$ cat src/rtl/endstop_event_fifo_pkg.sv
// Shared types for the endstop event FIFO: capture FSM states and the
// stored event record. Build option: ENDSTOP_EVENT_TIMESTAMP_EN adds ts.
package endstop_event_fifo_pkg;

    typedef enum logic [1:0] {
        IDLE,
        CAPTURE,
        UNLOCK,
        WAIT_CLR
    } ev_state_e;

    // Position/bounce fields are held at this width in storage.
    localparam int EV_POS_W = 32;

    typedef struct packed {
        logic                level;
        logic [EV_POS_W-1:0] pos;
        logic [EV_POS_W-1:0] bounce;
        logic [7:0]          cycles;
`ifdef ENDSTOP_EVENT_TIMESTAMP_EN
        logic [31:0]         ts;
`endif
    } ev_entry_t;

    localparam int EV_ENTRY_W = $bits(ev_entry_t);

endpackage

$ cat src/rtl/endstop_fifo_mem.sv
// Event storage: DEPTH x W array, one write port, one registered read port.
// Ports: clk, rst_n, we_i/waddr_i/wdata_i (write), raddr_i -> rdata_o.
module endstop_fifo_mem #(
    parameter int DEPTH = 4,
    parameter int W     = 8
) (
    input  logic                     clk,
    input  logic                     rst_n,
    input  logic                     we_i,
    input  logic [$clog2(DEPTH)-1:0] waddr_i,
    input  logic [W-1:0]             wdata_i,
    input  logic [$clog2(DEPTH)-1:0] raddr_i,
    output logic [W-1:0]             rdata_o
);

    logic [W-1:0] mem_q [DEPTH];
    logic [W-1:0] rdata_q;

    always_ff @(posedge clk) begin
        if (we_i) begin
            mem_q[waddr_i] <= wdata_i;
        end
    end

    // Bypass covers a write landing on the slot that becomes the head
    // in the same cycle (write into empty, or write+pop at count 1).
    always_ff @(posedge clk or negedge rst_n) begin
        if (!rst_n) begin
            rdata_q <= '0;
        end else if (we_i && (waddr_i == raddr_i)) begin
            rdata_q <= wdata_i;
        end else begin
            rdata_q <= mem_q[raddr_i];
        end
    end

    assign rdata_o = rdata_q;

endmodule

$ cat src/rtl/endstop_event_fifo.sv
// Captures debouncer endstop events into a FIFO and re-arms the debouncer.
// Ports: clk, reset (async low), debouncer in (signal_changed, signal,
// pos_out, max_bounce, cycles), unlock out, flush/clear_overflow pulses,
// read side rd_ready/rd_valid/rd_*, status count/overflow/drop_count.
// Build option ENDSTOP_EVENT_TIMESTAMP_EN adds rd_timestamp.
module endstop_event_fifo
    import endstop_event_fifo_pkg::*;
#(
    parameter int DEPTH = 4,
    parameter int POS_W = 32
) (
    input  logic                     clk,
    input  logic                     reset,
    input  logic                     signal_changed,
    input  logic                     signal,
    input  logic [POS_W-1:0]         pos_out,
    input  logic [POS_W-1:0]         max_bounce,
    input  logic [7:0]               cycles,
    output logic                     unlock,
    input  logic                     flush,
    input  logic                     clear_overflow,
    input  logic                     rd_ready,
    output logic                     rd_valid,
    output logic [POS_W-1:0]         rd_pos,
    output logic [POS_W-1:0]         rd_bounce,
    output logic [7:0]               rd_cycles,
    output logic                     rd_level,
    output logic [$clog2(DEPTH):0]   count,
    output logic                     overflow,
    output logic [7:0]               drop_count
`ifdef ENDSTOP_EVENT_TIMESTAMP_EN
    ,
    output logic [31:0]              rd_timestamp
`endif
);

    localparam int PTR_W = $clog2(DEPTH);
    localparam int CNT_W = PTR_W + 1;
    localparam logic [CNT_W-1:0] FULL_CNT = CNT_W'(DEPTH);

    ev_state_e        state_q;
    logic             unlock_q;
    logic [PTR_W-1:0] wr_ptr_q, wr_ptr_d;
    logic [PTR_W-1:0] rd_ptr_q, rd_ptr_d;
    logic [CNT_W-1:0] cnt_q, cnt_d;
    logic             ovf_q, ovf_d;
    logic [7:0]       drop_q, drop_d;
    logic             cap, full, pop, wr_en, drop;
    ev_entry_t        wr_entry;
    ev_entry_t        rd_entry;

    // Capture FSM; unlock is registered so it coincides with UNLOCK.
    always_ff @(posedge clk or negedge reset) begin
        if (!reset) begin
            state_q  <= IDLE;
            unlock_q <= 1'b0;
        end else begin
            unlock_q <= 1'b0;
            unique case (state_q)
                IDLE: begin
                    if (signal_changed) state_q <= CAPTURE;
                end
                CAPTURE: begin
                    state_q  <= UNLOCK;
                    unlock_q <= 1'b1;
                end
                UNLOCK: begin
                    state_q <= WAIT_CLR;
                end
                WAIT_CLR: begin
                    if (!signal_changed) state_q <= IDLE;
                end
                default: begin
                    state_q <= IDLE;
                end
            endcase
        end
    end

`ifdef ENDSTOP_EVENT_TIMESTAMP_EN
    logic [31:0] ts_q;

    always_ff @(posedge clk or negedge reset) begin
        if (!reset) begin
            ts_q <= '0;
        end else begin
            ts_q <= ts_q + 32'd1;
        end
    end
`endif

    always_comb begin
        wr_entry        = '0;
        wr_entry.level  = signal;
        wr_entry.pos    = EV_POS_W'(pos_out);
        wr_entry.bounce = EV_POS_W'(max_bounce);
        wr_entry.cycles = cycles;
`ifdef ENDSTOP_EVENT_TIMESTAMP_EN
        wr_entry.ts     = ts_q;
`endif
    end

    // A pop in the capture cycle frees the slot, so a full FIFO
    // only drops when nothing is leaving. Flush discards everything.
    always_comb begin
        cap   = (state_q == CAPTURE);
        full  = (cnt_q == FULL_CNT);
        pop   = (cnt_q != '0) && rd_ready;
        wr_en = cap && (!full || pop) && !flush;
        drop  = cap && full && !pop && !flush;

        wr_ptr_d = wr_ptr_q;
        rd_ptr_d = rd_ptr_q;
        cnt_d    = cnt_q;
        if (flush) begin
            wr_ptr_d = '0;
            rd_ptr_d = '0;
            cnt_d    = '0;
        end else begin
            if (wr_en) wr_ptr_d = wr_ptr_q + PTR_W'(1);
            if (pop)   rd_ptr_d = rd_ptr_q + PTR_W'(1);
            if (wr_en && !pop) cnt_d = cnt_q + CNT_W'(1);
            if (!wr_en && pop) cnt_d = cnt_q - CNT_W'(1);
        end
    end

    // A drop in the same cycle as a clear restarts the tally at one.
    always_comb begin
        ovf_d  = ovf_q;
        drop_d = drop_q;
        if (drop) begin
            ovf_d = 1'b1;
            if (clear_overflow) begin
                drop_d = 8'd1;
            end else if (drop_q != 8'hFF) begin
                drop_d = drop_q + 8'd1;
            end
        end else if (clear_overflow) begin
            ovf_d  = 1'b0;
            drop_d = '0;
        end
    end

    always_ff @(posedge clk or negedge reset) begin
        if (!reset) begin
            wr_ptr_q <= '0;
            rd_ptr_q <= '0;
            cnt_q    <= '0;
            ovf_q    <= 1'b0;
            drop_q   <= '0;
        end else begin
            wr_ptr_q <= wr_ptr_d;
            rd_ptr_q <= rd_ptr_d;
            cnt_q    <= cnt_d;
            ovf_q    <= ovf_d;
            drop_q   <= drop_d;
        end
    end

    // Read address is the next head so the registered output tracks it.
    endstop_fifo_mem #(
        .DEPTH (DEPTH),
        .W     (EV_ENTRY_W)
    ) u_mem (
        .clk     (clk),
        .rst_n   (reset),
        .we_i    (wr_en),
        .waddr_i (wr_ptr_q),
        .wdata_i (wr_entry),
        .raddr_i (rd_ptr_d),
        .rdata_o (rd_entry)
    );

    assign unlock     = unlock_q;
    assign rd_valid   = (cnt_q != '0);
    assign rd_pos     = POS_W'(rd_entry.pos);
    assign rd_bounce  = POS_W'(rd_entry.bounce);
    assign rd_cycles  = rd_entry.cycles;
    assign rd_level   = rd_entry.level;
    assign count      = cnt_q;
    assign overflow   = ovf_q;
    assign drop_count = drop_q;
`ifdef ENDSTOP_EVENT_TIMESTAMP_EN
    assign rd_timestamp = rd_entry.ts;
`endif

endmodule

$ cat config.mk
export PLATFORM = sky130hd
export DESIGN_NAME = endstop_event_fifo
export DESIGN_NICKNAME = d
export VERILOG_FILES = /design/src/rtl/endstop_event_fifo_pkg.sv /design/src/rtl/endstop_fifo_mem.sv /design/src/rtl/endstop_event_fifo.sv
export SDC_FILE = /design/constraint.sdc
export NUM_CORES = 1
export LEC_CHECK = 0
export ABC_AREA = 1
export BUFFER_PORTS_ARGS = -buffer_cell sky130_fd_sc_hd__clkbuf_2
export CAP_MARGIN = 20
export CORE_MARGIN = 1.5
export CORE_UTILIZATION = 40
export DETAILED_ROUTE_END_ITERATION = 6
export SYNTH_ARGS = -nofsm -noshare
export SYNTH_HDL_FRONTEND = slang
export SYNTH_SLANG_ARGS = --single-unit
$ cat constraint.sdc
create_clock -name clk -period 4.6 [get_ports clk]
set_input_delay 0.69 -clock clk [delete_from_list [all_inputs] [get_ports clk]]
set_output_delay 0.69 -clock clk [all_outputs]
set_load 0.01 [all_outputs]
---- Yosys cells after proc, flatten, opt, wreduce, memory -nomap -nowiden ----
Memories as Yosys holds them, arrays and structs flattened. A register that Yosys moved wholly into a read port is not among the register bits.
Cells that the tools add are included.
storage, ports and cells
  register bits ........................... 19
  latch bits .............................. 0
  memory bits (writable) .................. 292
  memory bits (read-only) ................. 0
  bits of input ports ..................... 79
  memories kept ........................... 1
memory list
  memory       words  bits a word  read ports  clocked after Yosys merged registers in  write ports  line                    text
  u_mem.mem_q  4      73           1           1                                        1            endstop_fifo_mem.sv:16  logic [W-1:0] mem_q [DEPTH];
cells by class
  $add $sub $neg .......................... 5
  multipliers ............................. 0
  divide/modulo/power cells ............... 0
  order comparisons ....................... 0
  equality and inequality tests ........... 7
  shifts and indexed selects .............. 0
  mux-type cells .......................... 19
  bitwise operators ....................... 0
  reduce and logical (&&, ||, !) cells .... 22
operator list
  kind                                                                 number
  8-bit 2-to-1 mux                                                     4
  2-bit 2-to-1 mux                                                     6
  3-bit 2-to-1 mux                                                     3
  8-bit by 1-bit adder with 8-bit output (second input constant)       1
  1-bit logical AND                                                    8
  8-bit != test (second input constant)                                1
  2-bit case mux with 4 select lines                                   1
  2-bit nonzero test                                                   3
  3-bit nonzero test                                                   2
  1-bit logical NOT                                                    5
  1-bit 2-to-1 mux                                                     5
  2-bit by 1-bit adder with 2-bit output (second input constant)       2
  2-bit == test (second input constant)                                2
  2-bit != test (second input constant)                                2
  2-bit AND reduction                                                  2
  3-bit by 1-bit adder with 3-bit output (second input constant)       1
  3-bit == test (second input constant)                                1
  3-bit by 1-bit subtractor with 3-bit output (second input constant)  1
  2-bit by 1-bit == test with 1-bit output (second input constant)     1
  2-bit logical NOT                                                    1
  1-bit logical OR                                                     1

---- Longest topological paths before layout ----
Gate-level depths: netlist of the first run.
  depth in word-level cells ............... 9
  depth in mapped cells ................... 12
  mapped depth without buffers ............ 12

---- Modules after synthesis ----
A second synthesis of the first run with hierarchy kept.
unflattened totals
  cells, all modules ...................... 1,618
  area total of the unflattened synthesis .. 16,263.1 um^2
by module, submodules not included
  module              times used  cells an instance  area an instance (um^2)  sequential area each (um^2)
  endstop_fifo_mem    1           1,476              15,139.5                 10,595.2
  endstop_event_fifo  1           142                1,123.6                  475.5

---- Least setup slack after synthesis of the first run ----
No wires, ideal clock.
  path kind ............................... input-to-reg
  start point ............................. in flush
  end point ............................... mem u_mem.mem_q[0][0] (netlist bit), enable pin
  setup time .............................. 0.505 ns
  arrival time ............................ 4.023 ns
  data required time ...................... 4.095 ns
  slack ................................... 0.073 ns
  stages on the path ...................... 5
  cell sequence ........................... inv_2 nand2_1 inv_1 nand2_1 nor2_1
on the way
  cells in the longest elaborated chain, start to end .. 4
RTL lines
  item                                    line                       text
  start, declared                         endstop_event_fifo.sv:20   input logic flush,
  1-bit logical NOT                       endstop_event_fifo.sv:109  wr_en = cap && (!full || pop) && !flush;
  1-bit logical AND                       endstop_event_fifo.sv:109
  1-bit 2-to-1 mux                        endstop_fifo_mem.sv:20     if (we_i) begin
  1-bit 2-to-1 mux (not written as such)  endstop_fifo_mem.sv:21     mem_q[waddr_i] <= wdata_i;
  end, declared                           endstop_fifo_mem.sv:16
Every way passes these cells.

---- Final worst setup path of the first run ----
  start point ............................. reg cnt_q[0] (netlist: count[0])
  end point ............................... reg u_mem.rdata_q[52] (netlist: u_mem.rdata_o[52]) (read register of u_mem.mem_q)
on the way
  cells in the longest elaborated chain, start to end .. 4
RTL lines
  item                    line                       text
  start, declared         endstop_event_fifo.sv:45   logic [CNT_W-1:0] cnt_q, cnt_d;
  start signal, assigned  endstop_event_fifo.sv:154  cnt_q <= cnt_d;
  3-bit nonzero test      endstop_event_fifo.sv:108  pop = (cnt_q != '0) && rd_ready;
  1-bit logical AND       endstop_event_fifo.sv:108
  2-bit 2-to-1 mux        endstop_event_fifo.sv:121  if (pop) rd_ptr_d = rd_ptr_q + PTR_W'(1);
  2-bit 2-to-1 mux        endstop_event_fifo.sv:115  if (flush) begin
  end, declared           endstop_fifo_mem.sv:17     logic [W-1:0] rdata_q;
Every way passes these cells.
A chain may end at the register's enable or synchronous reset.

==> impl_metrics.sql, run 1 <==
INSERT INTO impl_metrics (metric_group, metric, value, unit) VALUES
('outcome', 'outcome', 'complete, no violations', ''),
('yosys', 'mappedNetlistArea', '0.01733', 'mm^2'),
('yosys', 'main_combinational_cell_family_by_area_after_synthesis', 'simple AND/OR/NAND/NOR gates', ''),
('yosys', 'synth_warnings', '0', ''),
('yosys', 'synthesis.area_per_instance', '10.53', 'um^2'),
('die', 'core', '0.04289', 'mm^2'),
('timing', 'relSlewSlack', '21.72', '%'),
('placement', 'place.gp.congestion', '0.7884', ''),
('setup_path', 'critical_path_peak_fanout', '82', ''),
('yosys', 'synth_top_area_share', '50.58', '%'),
('setup_path', 'timing.critical_path.from_type', 'flop', ''),
('clocking', 'numCtsBuffers', '42', ''),
('timing', 'fin_worst_skew', '0.02139', 'ns'),
('yosys', 'synth-main-ff-cell', 'sky130_fd_sc_hd__edfxtp_1', ''),
('yosys', 'synthMostInstantiatedCell', 'sky130_fd_sc_hd__nand2_1', ''),
('yosys', 'synth.net_count', '1736', ''),
('clocking', 'cts_max_path_buffers', '3', ''),
('die', 'die_area', '0.04459', 'mm^2'),
('worst_hold_path', 'worst_hold_path_type', 'in -> async', ''),
('yosys', 'synth-async-reset-ratio', '23.96', '%'),
('drt', 'routed_wire_length_per_instance', '18.16', 'um'),
('clocking', 'path_clk_slew', '0.06', 'ns'),
('power', 'p_leak', '9.005', 'nW'),
('placement', 'dpl.hpwl', '22980', 'um'),
('yosys', 'yosysUniqueCellTypes', '31', ''),
('clocking', 'root_buffer', 'sky130_fd_sc_hd__clkbuf_16', ''),
('timing', 'final-setup-viol-count', '0', ''),
('yosys', 'synth_xor_area_share', '0.1516', '%'),
('yosys', 'yosys_register_bits', '384', ''),
('timing', 'grt_setup_unrepaired', 'false', ''),
('finish', 'synthToLayoutAreaGrowth', '14.23', '%'),
('setup_path', 'cp_capture_type', 'flop', ''),
('global_routing', 'grt_start_max_net_pins', '95', ''),
('die', 'die-width', '211.2', 'um'),
('global_routing', 'initial_antenna_violation_count', '2', ''),
('timing', 'layout_setup_ws', '1.394', 'ns'),
('setup_path', 'crit_chain', 'nor2_4 -> nand2_4 -> nand2_2 -> nand2_4 -> nand3_4 -> buf_12 -> nand2_1 -> nand3_1 -> nand2_1 -> nand2_1 -> nand2_1', ''),
('global_routing', 'grt_util_all_layers', '19.73', '%'),
('yosys', 'synth_sequential_area_ratio', '63.87', '%'),
('timing', 'fin_crit', '3.206', 'ns'),
('setup_path', 'criticalPathCategory', 'reg -> reg', ''),
('drt', 'first_pass_iters', '5', ''),
('drt', 'dr.first_iter.drc_count', '704', ''),
('placement', 'placedCellCount', '2315', ''),
('setup_path', 'cp_slowest_stage_delay', '0.84', 'ns'),
('timing', 'drv_slew', '0', ''),
('clocking', 'cts-resized-gates', '0', ''),
('clocking', 'cts_tree', 'yes', ''),
('timing', 'tightestPinTransition', '1.174', 'ns'),
('power', 'ir_drop', '0.3559', 'mV'),
('timing', 'final_cycle_share', '69.69', '%'),
('yosys', 'yosys-mux-area-fraction', '0.06496', '%'),
('drt', 'avgViaCountPerCell', '4.966', ''),
('finish', 'drive_above_1_share', '18.86', '%'),
('yosys', 'postSynthCellCount', '1646', ''),
('die', 'num_rows', '76', ''),
('setup_path', 'critPathRequiredTime', '5.10', 'ns'),
('setup_path', 'worst_path_max_delay_cell', 'sky130_fd_sc_hd__nand3_4', ''),
('die', 'starting_density_of_the_core', '40.42', '%'),
('drt', 'postRouteWirelength', '43480', 'um'),
('finish', 'finalNonFillerCells', '2394', ''),
('yosys', 'yosys.area_share.simple', '23.48', '%'),
('timing', 'peak_freq', '0.3119', 'GHz'),
('drt', 'route.antenna.remaining_nets', '0', ''),
('setup_path', 'critical_path.n_buffers_inverters', '1', ''),
('setup_path', 'timing.reg2reg.setup_slack', '1.39', 'ns'),
('die', 'ios', '166', ''),
('clocking', 'clkSinkCount', '384', ''),
('setup_path', 'timing.critical_path.mode_cell', 'sky130_fd_sc_hd__nand2_1', ''),
('yosys', 'ys_top_cells_by_area', 'sky130_fd_sc_hd__edfxtp_1 51%, sky130_fd_sc_hd__dfrtp_1 13%, sky130_fd_sc_hd__nand2_1 8.7%', ''),
('setup_path', 'regToRegStartpoint', 'count[0]', '');
per-stage QoR:
stage          instance area (um^2)  util (%)  power (W)  hold WS [ns]
4_1_cts                       19800     46.16    0.01106        0.1396
3_3_place_gp                  18480     43.09   0.007748        0.4738
6_report                      19800     46.17    0.01093        0.1456
2_1_floorplan                 17330         -   0.006747        0.3944
3_5_place_dp                  18480     43.09   0.007791        0.4736
5_1_grt                       19800     46.16    0.01156        0.1681
report_power, final:
| group | switching [W] | internal (W) |
|---|---|---|
| logic | 0.00220 | 0.000923 |
| registers | 0.000239 | 0.00432 |
| clock network | 0.00138 | 0.00186 |
| total | 0.00382 | 0.00710 |
flip-flops by register name, indices dropped and copies added (netlist names):
register	cells
wr_ptr_q	2
count	3
u_mem.rdata_o	73
state_q	2
overflow	1
rd_ptr_q	2
drop_count	8
unlock	1
u_mem.mem_q	292
worst max path at each step:
| stage | from | endpoint | slack (ns) | cells after the start |
|---|---|---|---|---|
| floorplan | flush | u_mem.mem_q[0][0] | 0.07 | 5 |
| global placement | rd_ready | u_mem.rdata_o[68] | 1.21 | 10 |
| detailed placement | rd_ready | u_mem.rdata_o[68] | 1.17 | 10 |
| CTS | count[1] | u_mem.rdata_o[68] | 1.39 | 11 |
| global route | count[0] | u_mem.rdata_o[63] | 1.14 | 11 |
| finish | count[0] | u_mem.rdata_o[52] | 1.39 | 11 |
cell families after synthesis:
family / after synthesis
AO/OA/AOI/OAI: 21
adder cells (fa/ha/maj): 11
AND/OR/NAND/NOR: 800
XOR/XNOR: 3
multiplexers: 1
flip-flops: 384
buffers and inverters: 426
layer usage:
metal	track usage (%)	up-vias	wire length, um
met3	3.256	76	2443
li1	-	5680	-
met5	0	-	19
met2	33.29	346	21020
met1	25.89	5784	19090
met4	6.478	2	902
layout by cell type, fill, tap and decap left out, types with 3 or more instances in the layout:
cell,netlist,layout
sky130_fd_sc_hd__buf_12,8,3
sky130_fd_sc_hd__inv_6,0,3
sky130_fd_sc_hd__a21oi_1,5,5
sky130_fd_sc_hd__clkinv_1,1,7
sky130_fd_sc_hd__clkbuf_1,14,11
sky130_fd_sc_hd__ha_1,10,10
sky130_fd_sc_hd__nand3_1,156,155
sky130_fd_sc_hd__nand2_2,3,3
sky130_fd_sc_hd__edfxtp_1,292,292
sky130_fd_sc_hd__buf_4,2,21
sky130_fd_sc_hd__xor2_1,3,3
sky130_fd_sc_hd__clkinv_2,0,8
sky130_fd_sc_hd__dfrtp_1,92,92
sky130_fd_sc_hd__o21ai_0,11,11
sky130_fd_sc_hd__nand3_2,71,70
sky130_fd_sc_hd__clkbuf_2,0,164
sky130_fd_sc_hd__nand3_4,1,3
sky130_fd_sc_hd__nand2_4,2,3
sky130_fd_sc_hd__nor2_4,2,6
sky130_fd_sc_hd__nand4_1,149,149
sky130_fd_sc_hd__nor2_1,14,10
sky130_fd_sc_hd__clkbuf_16,0,42
sky130_fd_sc_hd__inv_1,316,316
sky130_fd_sc_hd__nand2_1,400,399
sky130_fd_sc_hd__clkbuf_8,7,7
final cells by class:
type,count,area [um^2]
fillers,3981,23090
inverters,322,1215
multi-input cells,836,4423
well taps,585,732.0
diodes,1,2.502
repair buffers,188,1039
clock buffers,60,1189
flip-flops and latches,384,11070
clock inverters,18,130.1
Note: power is estimated with default switching activity, not from simulation.
==> inputs of run 2 (changes only) <==
==> constraint.sdc (replaced) <==
create_clock -name clk -period 2.9 [get_ports clk]
set_input_delay 0.435 -clock clk [delete_from_list [all_inputs] [get_ports clk]]
set_output_delay 0.435 -clock clk [all_outputs]
set_load 0.01 [all_outputs]
==> run 2 against run 1 <==
Combinational power rose by 63%. Count of clock-buffer cells in the layout shrank 4. First-iteration DRC count decreased by 1.3%. Hold slack lost 0.021 ns. Total power is 61% higher. Critical path depth unchanged. Highest routed layer unchanged.
==> impl_metrics.sql, run 2 (synthesized netlist as in run 1, its figures left out) <==
INSERT INTO impl_metrics (metric_group, metric, value, unit) VALUES
('outcome', 'outcome', 'complete, no violations', ''),
('power', 'p_leak', '9.098', 'nW'),
('finish', 'n_fill_cell', '3972', ''),
('placement', 'place.gp.congestion', '0.7660', ''),
('clocking', 'clkSinkCount', '384', ''),
('clocking', 'cts_tree', 'yes', ''),
('global_routing', 'initial_antenna_violation_count', '3', ''),
('drt', 'number_of_remaining_drc_errors', '0', ''),
('finish', 'drive_above_1_share', '19.19', '%'),
('clocking', 'root_buffer', 'sky130_fd_sc_hd__clkbuf_16', ''),
('drt', 'first_pass_iters', '5', ''),
('drt', 'route.antenna.remaining_nets', '0', ''),
('timing', 'peak_freq', '0.4127', 'GHz'),
('drt', 'dr.first_iter.drc_count', '695', ''),
('global_routing', 'grt_util_all_layers', '18.97', '%'),
('setup_path', 'cp_capture_type', 'flop', ''),
('timing', 'drv_slew', '0', ''),
('timing', 'fin_worst_skew', '0.02325', 'ns'),
('finish', 'layout.cells.most_common', 'sky130_fd_sc_hd__nand2_1', ''),
('timing', 'fin_crit', '2.423', 'ns'),
('finish', 'final_nets', '1871', ''),
('global_routing', 'grt_start_max_net_pins', '79', ''),
('global_routing', 'grt-ovfl-total', '0', ''),
('job', 'maxCapViolations', '0', ''),
('placement', 'dpl.hpwl', '22880', 'um'),
('finish', 'largest_register_ff_count', '292', ''),
('die', 'core', '0.04289', 'mm^2'),
('global_routing', 'grt_pass1_wl', '65620', 'um'),
('setup_path', 'timing.critical_path.from_type', 'flop', ''),
('finish', 'multi_input_area', '0.004423', 'mm^2'),
('drt', 'avgViaCountPerCell', '4.911', ''),
('placement', 'post_dp_cell_area', '0.01866', 'mm^2'),
('clocking', 'numCtsBuffers', '41', ''),
('timing', 'final_cycle_share', '83.55', '%'),
('placement', 'place_worst_setup_slack', '0.4931', 'ns'),
('clocking', 'cts_setup_buffers', '0', ''),
('power', 'post-layout-total-power', '0.01759', 'W'),
('die', 'starting_density_of_the_core', '40.42', '%'),
('placement', 'placement.io_buffers', '165', ''),
('clocking', 'cts_max_path_buffers', '3', ''),
('timing', 'hold_violations', '0', ''),
('timing', 'layout_setup_ws', '0.4770', 'ns'),
('clocking', 'path_clk_slew', '0.06', 'ns'),
('timing', 'relSlewSlack', '36.53', '%'),
('power', 'power_density', '877.9', 'mW/mm^2'),
('die', 'die-width', '211.2', 'um'),
('finish', 'layout.area.seq', '0.01107', 'mm^2'),
('clocking', 'cts-resized-gates', '0', ''),
('drt', 'route.vias.total', '11790', ''),
('clocking', 'clock_insertion_delay_worst_skew', '0.56', 'ns'),
('timing', 'grt_setup_unrepaired', 'false', ''),
('die', 'die_ht', '211.2', 'um'),
('drt', 'postRouteWirelength', '41480', 'um'),
('die', 'ios', '166', ''),
('setup_path', 'timing.critical_path.arrival', '2.91', 'ns'),
('worst_hold_path', 'worst_hold_path_type', 'in -> reg', ''),
('clocking', 'hold_buffers', '1', ''),
('drt', 'routed_wire_length_per_instance', '17.28', 'um'),
('setup_path', 'critical_path_peak_fanout', '33', ''),
('timing', 'hold_ws', '0.1244', 'ns'),
('setup_path', 'critPathRequiredTime', '3.39', 'ns'),
('timing', 'tightestPinTransition', '0.9521', 'ns'),
('finish', 'mostFrequentLayoutCells', '399 x sky130_fd_sc_hd__nand2_1, 316 x sky130_fd_sc_hd__inv_1, 292 x sky130_fd_sc_hd__edfxtp_1', ''),
('setup_path', 'criticalPathCategory', 'reg -> reg', ''),
('die', 'die_area', '0.04459', 'mm^2'),
('finish', 'largest_register', 'u_mem.mem_q', ''),
('clocking', 'clock_tree.htree_level_count', '2', ''),
('power', 'ir_drop', '0.5017', 'mV'),
('finish', 'synthToLayoutAreaGrowth', '15.58', '%'),
('timing', 'final-setup-viol-count', '0', ''),
('global_routing', 'vias_in_the_first_global_route', '11700', ''),
('finish', 'postLayoutCellArea', '0.02003', 'mm^2'),
('die', 'num_rows', '76', '');
## run 2: cell types whose count changed in the layout (fill, tap and decap cells not counted), sizes merged, moves of 4 or more
cell / before / now
buf: 24 / 31
clkbuf: 224 / 220
bufinv: 1 / 5
clkinv: 16 / 11
## run 2: report_power, final
part           internal (W)  total, W  switching [W]
Sequential          0.00685   0.00719       0.000339
Clock               0.00317   0.00533        0.00216
Combinational       0.00157   0.00507        0.00350
## run 2: path summary, 6_finish.rpt
check | startpoint | endpoint | slack, ns | depth (start not counted)
max | state_q[1] | u_mem.rdata_o[1] | 0.48 | 11
max reg2reg | state_q[1] | u_mem.rdata_o[1] | 0.48 | 11
min in group asynchronous | reset | u_mem.rdata_o[15] | 0.31 | 2
min reg2reg | overflow | overflow | 0.49 | 2
max in group asynchronous | reset | u_mem.rdata_o[41] | 1.87 | 3
min | cycles[1] | u_mem.mem_q[1][1] | 0.12 | 1
## run 2: stage by stage
step / TNS, ns / utilization [%] / instances
after floorplan: -115.80 / - / 1646
after global placement: 0 / 43.51 / 2322
after detailed placement: 0 / 43.51 / 2322
after CTS: 0 / 46.70 / 2398
after global routing: 0 / 46.71 / 2399
final: 0 / 46.71 / 2400
## run 2: layout make-up
cell class,instances,share of cell area (%)
Sequential cell,384,55.26
Multi-Input combinational cell,836,22.08
Timing Repair Buffer,196,6.120
Inverter,322,6.077
Clock buffer,56,5.602
Tap cell,585,3.654
Clock inverter,19,1.187
Antenna cell,2,0.02498
## run 2: metal layers
layer,share of wire [%],GRT usage [%],vias up
met5,0.027,0,-
met4,2.3,6.207,2
met3,4.7,3.182,59
met2,48,31.50,272
met1,44,25.32,5756
li1,-,-,5697
## run 2: worst max-delay path: stages, from the launching register on
cell,delay (ns)
sky130_fd_sc_hd__dfrtp_1,0.40
sky130_fd_sc_hd__inv_1,0.12
sky130_fd_sc_hd__ha_1,0.23
sky130_fd_sc_hd__nand2_1,0.11
sky130_fd_sc_hd__inv_1,0.06
sky130_fd_sc_hd__nand2_1,0.24
sky130_fd_sc_hd__clkinv_1,0.17
sky130_fd_sc_hd__nand2_1,0.10
sky130_fd_sc_hd__nor2_4,0.14
sky130_fd_sc_hd__buf_4,0.52
sky130_fd_sc_hd__nand3_1,0.15
sky130_fd_sc_hd__nand2_1,0.10
==> inputs of run 3 (changes only) <==
==> constraint.sdc (replaced) <==
create_clock -name clk -period 2.1 [get_ports clk]
set_input_delay 0.315 -clock clk [delete_from_list [all_inputs] [get_ports clk]]
set_output_delay 0.315 -clock clk [all_outputs]
set_load 0.01 [all_outputs]
==> run 3 against run 2 <==
Sequential cell count is the same. Combinational power grew 45%. First-iteration DRC count grew 28%. Global-route usage grew 0.51 points. Largest power group unchanged.
==> impl_metrics.sql, run 3 (synthesized netlist as in run 1, its figures left out) <==
INSERT INTO impl_metrics (metric_group, metric, value, unit) VALUES
('drt', 'route.vias.total', '12050', ''),
('clocking', 'clkSinkCount', '384', ''),
('clocking', 'root_buffer', 'sky130_fd_sc_hd__clkbuf_16', ''),
('finish', 'largest_register', 'u_mem.mem_q', ''),
('power', 'ir_drop', '0.6672', 'mV'),
('die', 'die_ht', '211.2', 'um'),
('drt', 'avgViaCountPerCell', '4.899', ''),
('die', 'ios', '166', ''),
('timing', 'grt_setup_unrepaired', 'true', ''),
('setup_path', 'worst_path_dominant_cell_family', 'simple AND/OR/NAND/NOR gates', ''),
('worst_hold_path', 'hold-path-cell-count', '1', ''),
('finish', 'final_nets', '1931', ''),
('timing', 'final_cycle_share', '93.98', '%'),
('clocking', 'clock_tree.htree_level_count', '2', ''),
('setup_path', 'regToRegStartpoint', 'count[1]', ''),
('global_routing', 'grt-ovfl-total', '0', ''),
('setup_path', 'worstRegToRegCells', '10', ''),
('setup_path', 'critPathRequiredTime', '2.55', 'ns'),
('finish', 'multi_input_area', '0.004446', 'mm^2'),
('placement', 'placedCellCount', '2335', ''),
('finish', 'n_fill_cell', '3932', ''),
('global_routing', 'grt_pass1_wl', '66730', 'um'),
('drt', 'dr.first_iter.drc_count', '892', ''),
('setup_path', 'criticalPathCategory', 'reg -> reg', ''),
('timing', 'setup_total_negative_slack', '0', 'ns'),
('setup_path', 'cp_slowest_stage_delay', '0.45', 'ns'),
('global_routing', 'initial_antenna_violation_count', '2', ''),
('worst_hold_path', 'min_to', 'u_mem.mem_q[1][68]', ''),
('global_routing', 'grt_start_max_net_pins', '93', ''),
('clocking', 'numCtsBuffers', '43', ''),
('drt', 'number_of_remaining_drc_errors', '0', ''),
('finish', 'mostFrequentLayoutCells', '397 x sky130_fd_sc_hd__nand2_1, 314 x sky130_fd_sc_hd__inv_1, 292 x sky130_fd_sc_hd__edfxtp_1', ''),
('timing', 'fin_crit', '1.974', 'ns'),
('finish', 'layout.area.seq', '0.01107', 'mm^2'),
('drt', 'postRouteWirelength', '42690', 'um'),
('timing', 'final-setup-viol-count', '0', ''),
('setup_path', 'critical_path_peak_fanout', '5', ''),
('finish', 'largest_register_ff_count', '292', ''),
('die', 'num_rows', '76', ''),
('finish', 'layout.cells.most_common', 'sky130_fd_sc_hd__nand2_1', ''),
('drt', 'routed_wire_length_per_instance', '17.35', 'um'),
('finish', 'drive_above_1_share', '19.89', '%'),
('drt', 'first_pass_iters', '4', ''),
('timing', 'peak_freq', '0.5067', 'GHz'),
('setup_path', 'timing.critical_path.from_type', 'flop', ''),
('setup_path', 'cp_capture_type', 'flop', ''),
('clocking', 'cts_max_path_buffers', '3', ''),
('timing', 'relSlewSlack', '58.86', '%'),
('timing', 'drv_slew', '0', ''),
('global_routing', 'vias_in_the_first_global_route', '11850', ''),
('die', 'core', '0.04289', 'mm^2'),
('worst_hold_path', 'worst_hold_start', 'pos_out[28]', ''),
('timing', 'hold_violations', '0', ''),
('finish', 'finalNonFillerCells', '2460', ''),
('timing', 'tightestPinTransition', '0.6171', 'ns'),
('timing', 'fin_worst_skew', '0.01786', 'ns'),
('finish', 'num_antenna_cells', '0', ''),
('clocking', 'path_clk_slew', '0.06', 'ns'),
('setup_path', 'r2r-end', 'count[2]', ''),
('placement', 'placement.io_buffers', '165', ''),
('placement', 'place.gp.congestion', '0.7788', ''),
('setup_path', 'crit_chain', 'nor2_4 -> nand2_4 -> nand2_2 -> inv_1 -> nand2_1 -> inv_1 -> fa_1 -> xor2_1 -> xor2_1 -> o22ai_1', ''),
('clocking', 'clock_insertion_delay_worst_skew', '0.56', 'ns'),
('job', 'maxCapViolations', '0', ''),
('power', 'p_leak', '9.463', 'nW'),
('power', 'power_density', '1211', 'mW/mm^2'),
('finish', 'synthToLayoutAreaGrowth', '20.28', '%'),
('setup_path', 'timing.critical_path.arrival', '2.42', 'ns'),
('die', 'starting_density_of_the_core', '40.42', '%'),
('global_routing', 'grt_util_all_layers', '19.49', '%'),
('setup_path', 'timing.reg2reg.setup_slack', '0.13', 'ns'),
('setup_path', 'worst_path_max_delay_cell', 'sky130_fd_sc_hd__dfrtp_1', ''),
('die', 'die_area', '0.04459', 'mm^2'),
('outcome', 'outcome', 'complete, no violations', ''),
('drt', 'route.antenna.remaining_nets', '0', ''),
('die', 'die-width', '211.2', 'um'),
('placement', 'dpl.hpwl', '24160', 'um'),
('worst_hold_path', 'worst_hold_path_type', 'in -> reg', ''),
('setup_path', 'critical_path.n_buffers_inverters', '2', ''),
('clocking', 'cts_tree', 'yes', '');
[run 3: cell types whose count changed in the layout (fill, tap and decap cells not counted), sizes merged]
cell	previous run	this run
buf	31	44
bufinv	5	7
clkbuf	220	224
clkinv	11	14
clkinvlp	1	0
diode	2	0
dlygate4sd3	1	46
inv	324	320
[run 3: layer usage]
| metal | track usage, % | up-vias | routed length (um) | share of wire (%) |
|---|---|---|---|---|
| li1 | - | 5814 | - | - |
| met1 | 26.10 | 5858 | 19260 | 45 |
| met2 | 31.76 | 312 | 20260 | 47 |
| met3 | 3.970 | 64 | 2280 | 5.3 |
| met4 | 6.256 | 4 | 863 | 2.0 |
| met5 | 0 | - | 23 | 0.054 |
[run 3: layout make-up]
class                   instances  area share [%]
clock buffers                  60           5.959
clock inverters                19           1.284
multi-input cells             836           21.32
inverters                     322           5.827
flip-flops and latches        384           53.10
well taps                     585           3.511
repair buffers                254           9.001
[run 3: how the worst max path moves through the flow]
stage,from,to,depth (start not counted)
after CTS,count[1],u_mem.rdata_o[39],10
after global routing,count[1],u_mem.rdata_o[65],11
after global placement,count[1],count[2],10
after detailed placement,count[0],u_mem.rdata_o[23],10
final,count[1],count[2],10
after floorplan,state_q[1],u_mem.mem_q[0][0],6
[run 3: timing repair]
action,4_1_cts,5_1_grt
setup endpoints to repair,0,42
buffers inserted,0,0
hold buffers,46,0
hold endpoints to repair,260,0
resized for setup,0,4
[run 3: where the power goes]
group          total [W]  leakage (nW)  switching (W)  internal (W)
combinational    0.00734          4.96        0.00494       0.00241
clock            0.00797         0.749        0.00299       0.00498
sequential       0.00994          3.75       0.000481       0.00946
total             0.0253          9.46        0.00841        0.0168
[run 3: metrics by stage]
stage          area [um^2]  worst slack (ns)  power (W)  hold WS, ns  util, %
6_report             20850            0.1265    0.02525      0.02485    48.62
5_1_grt              20850         -0.005895    0.02667      0.01569    48.62
4_1_cts              20840            0.1143    0.02554   0.00009970    48.58
3_5_place_dp         18860            0.1300    0.01742       0.4529    43.99
3_3_place_gp         18860            0.1830    0.01729       0.4482    43.99
2_1_floorplan        17390           -0.2525    0.01480      0.01941        -
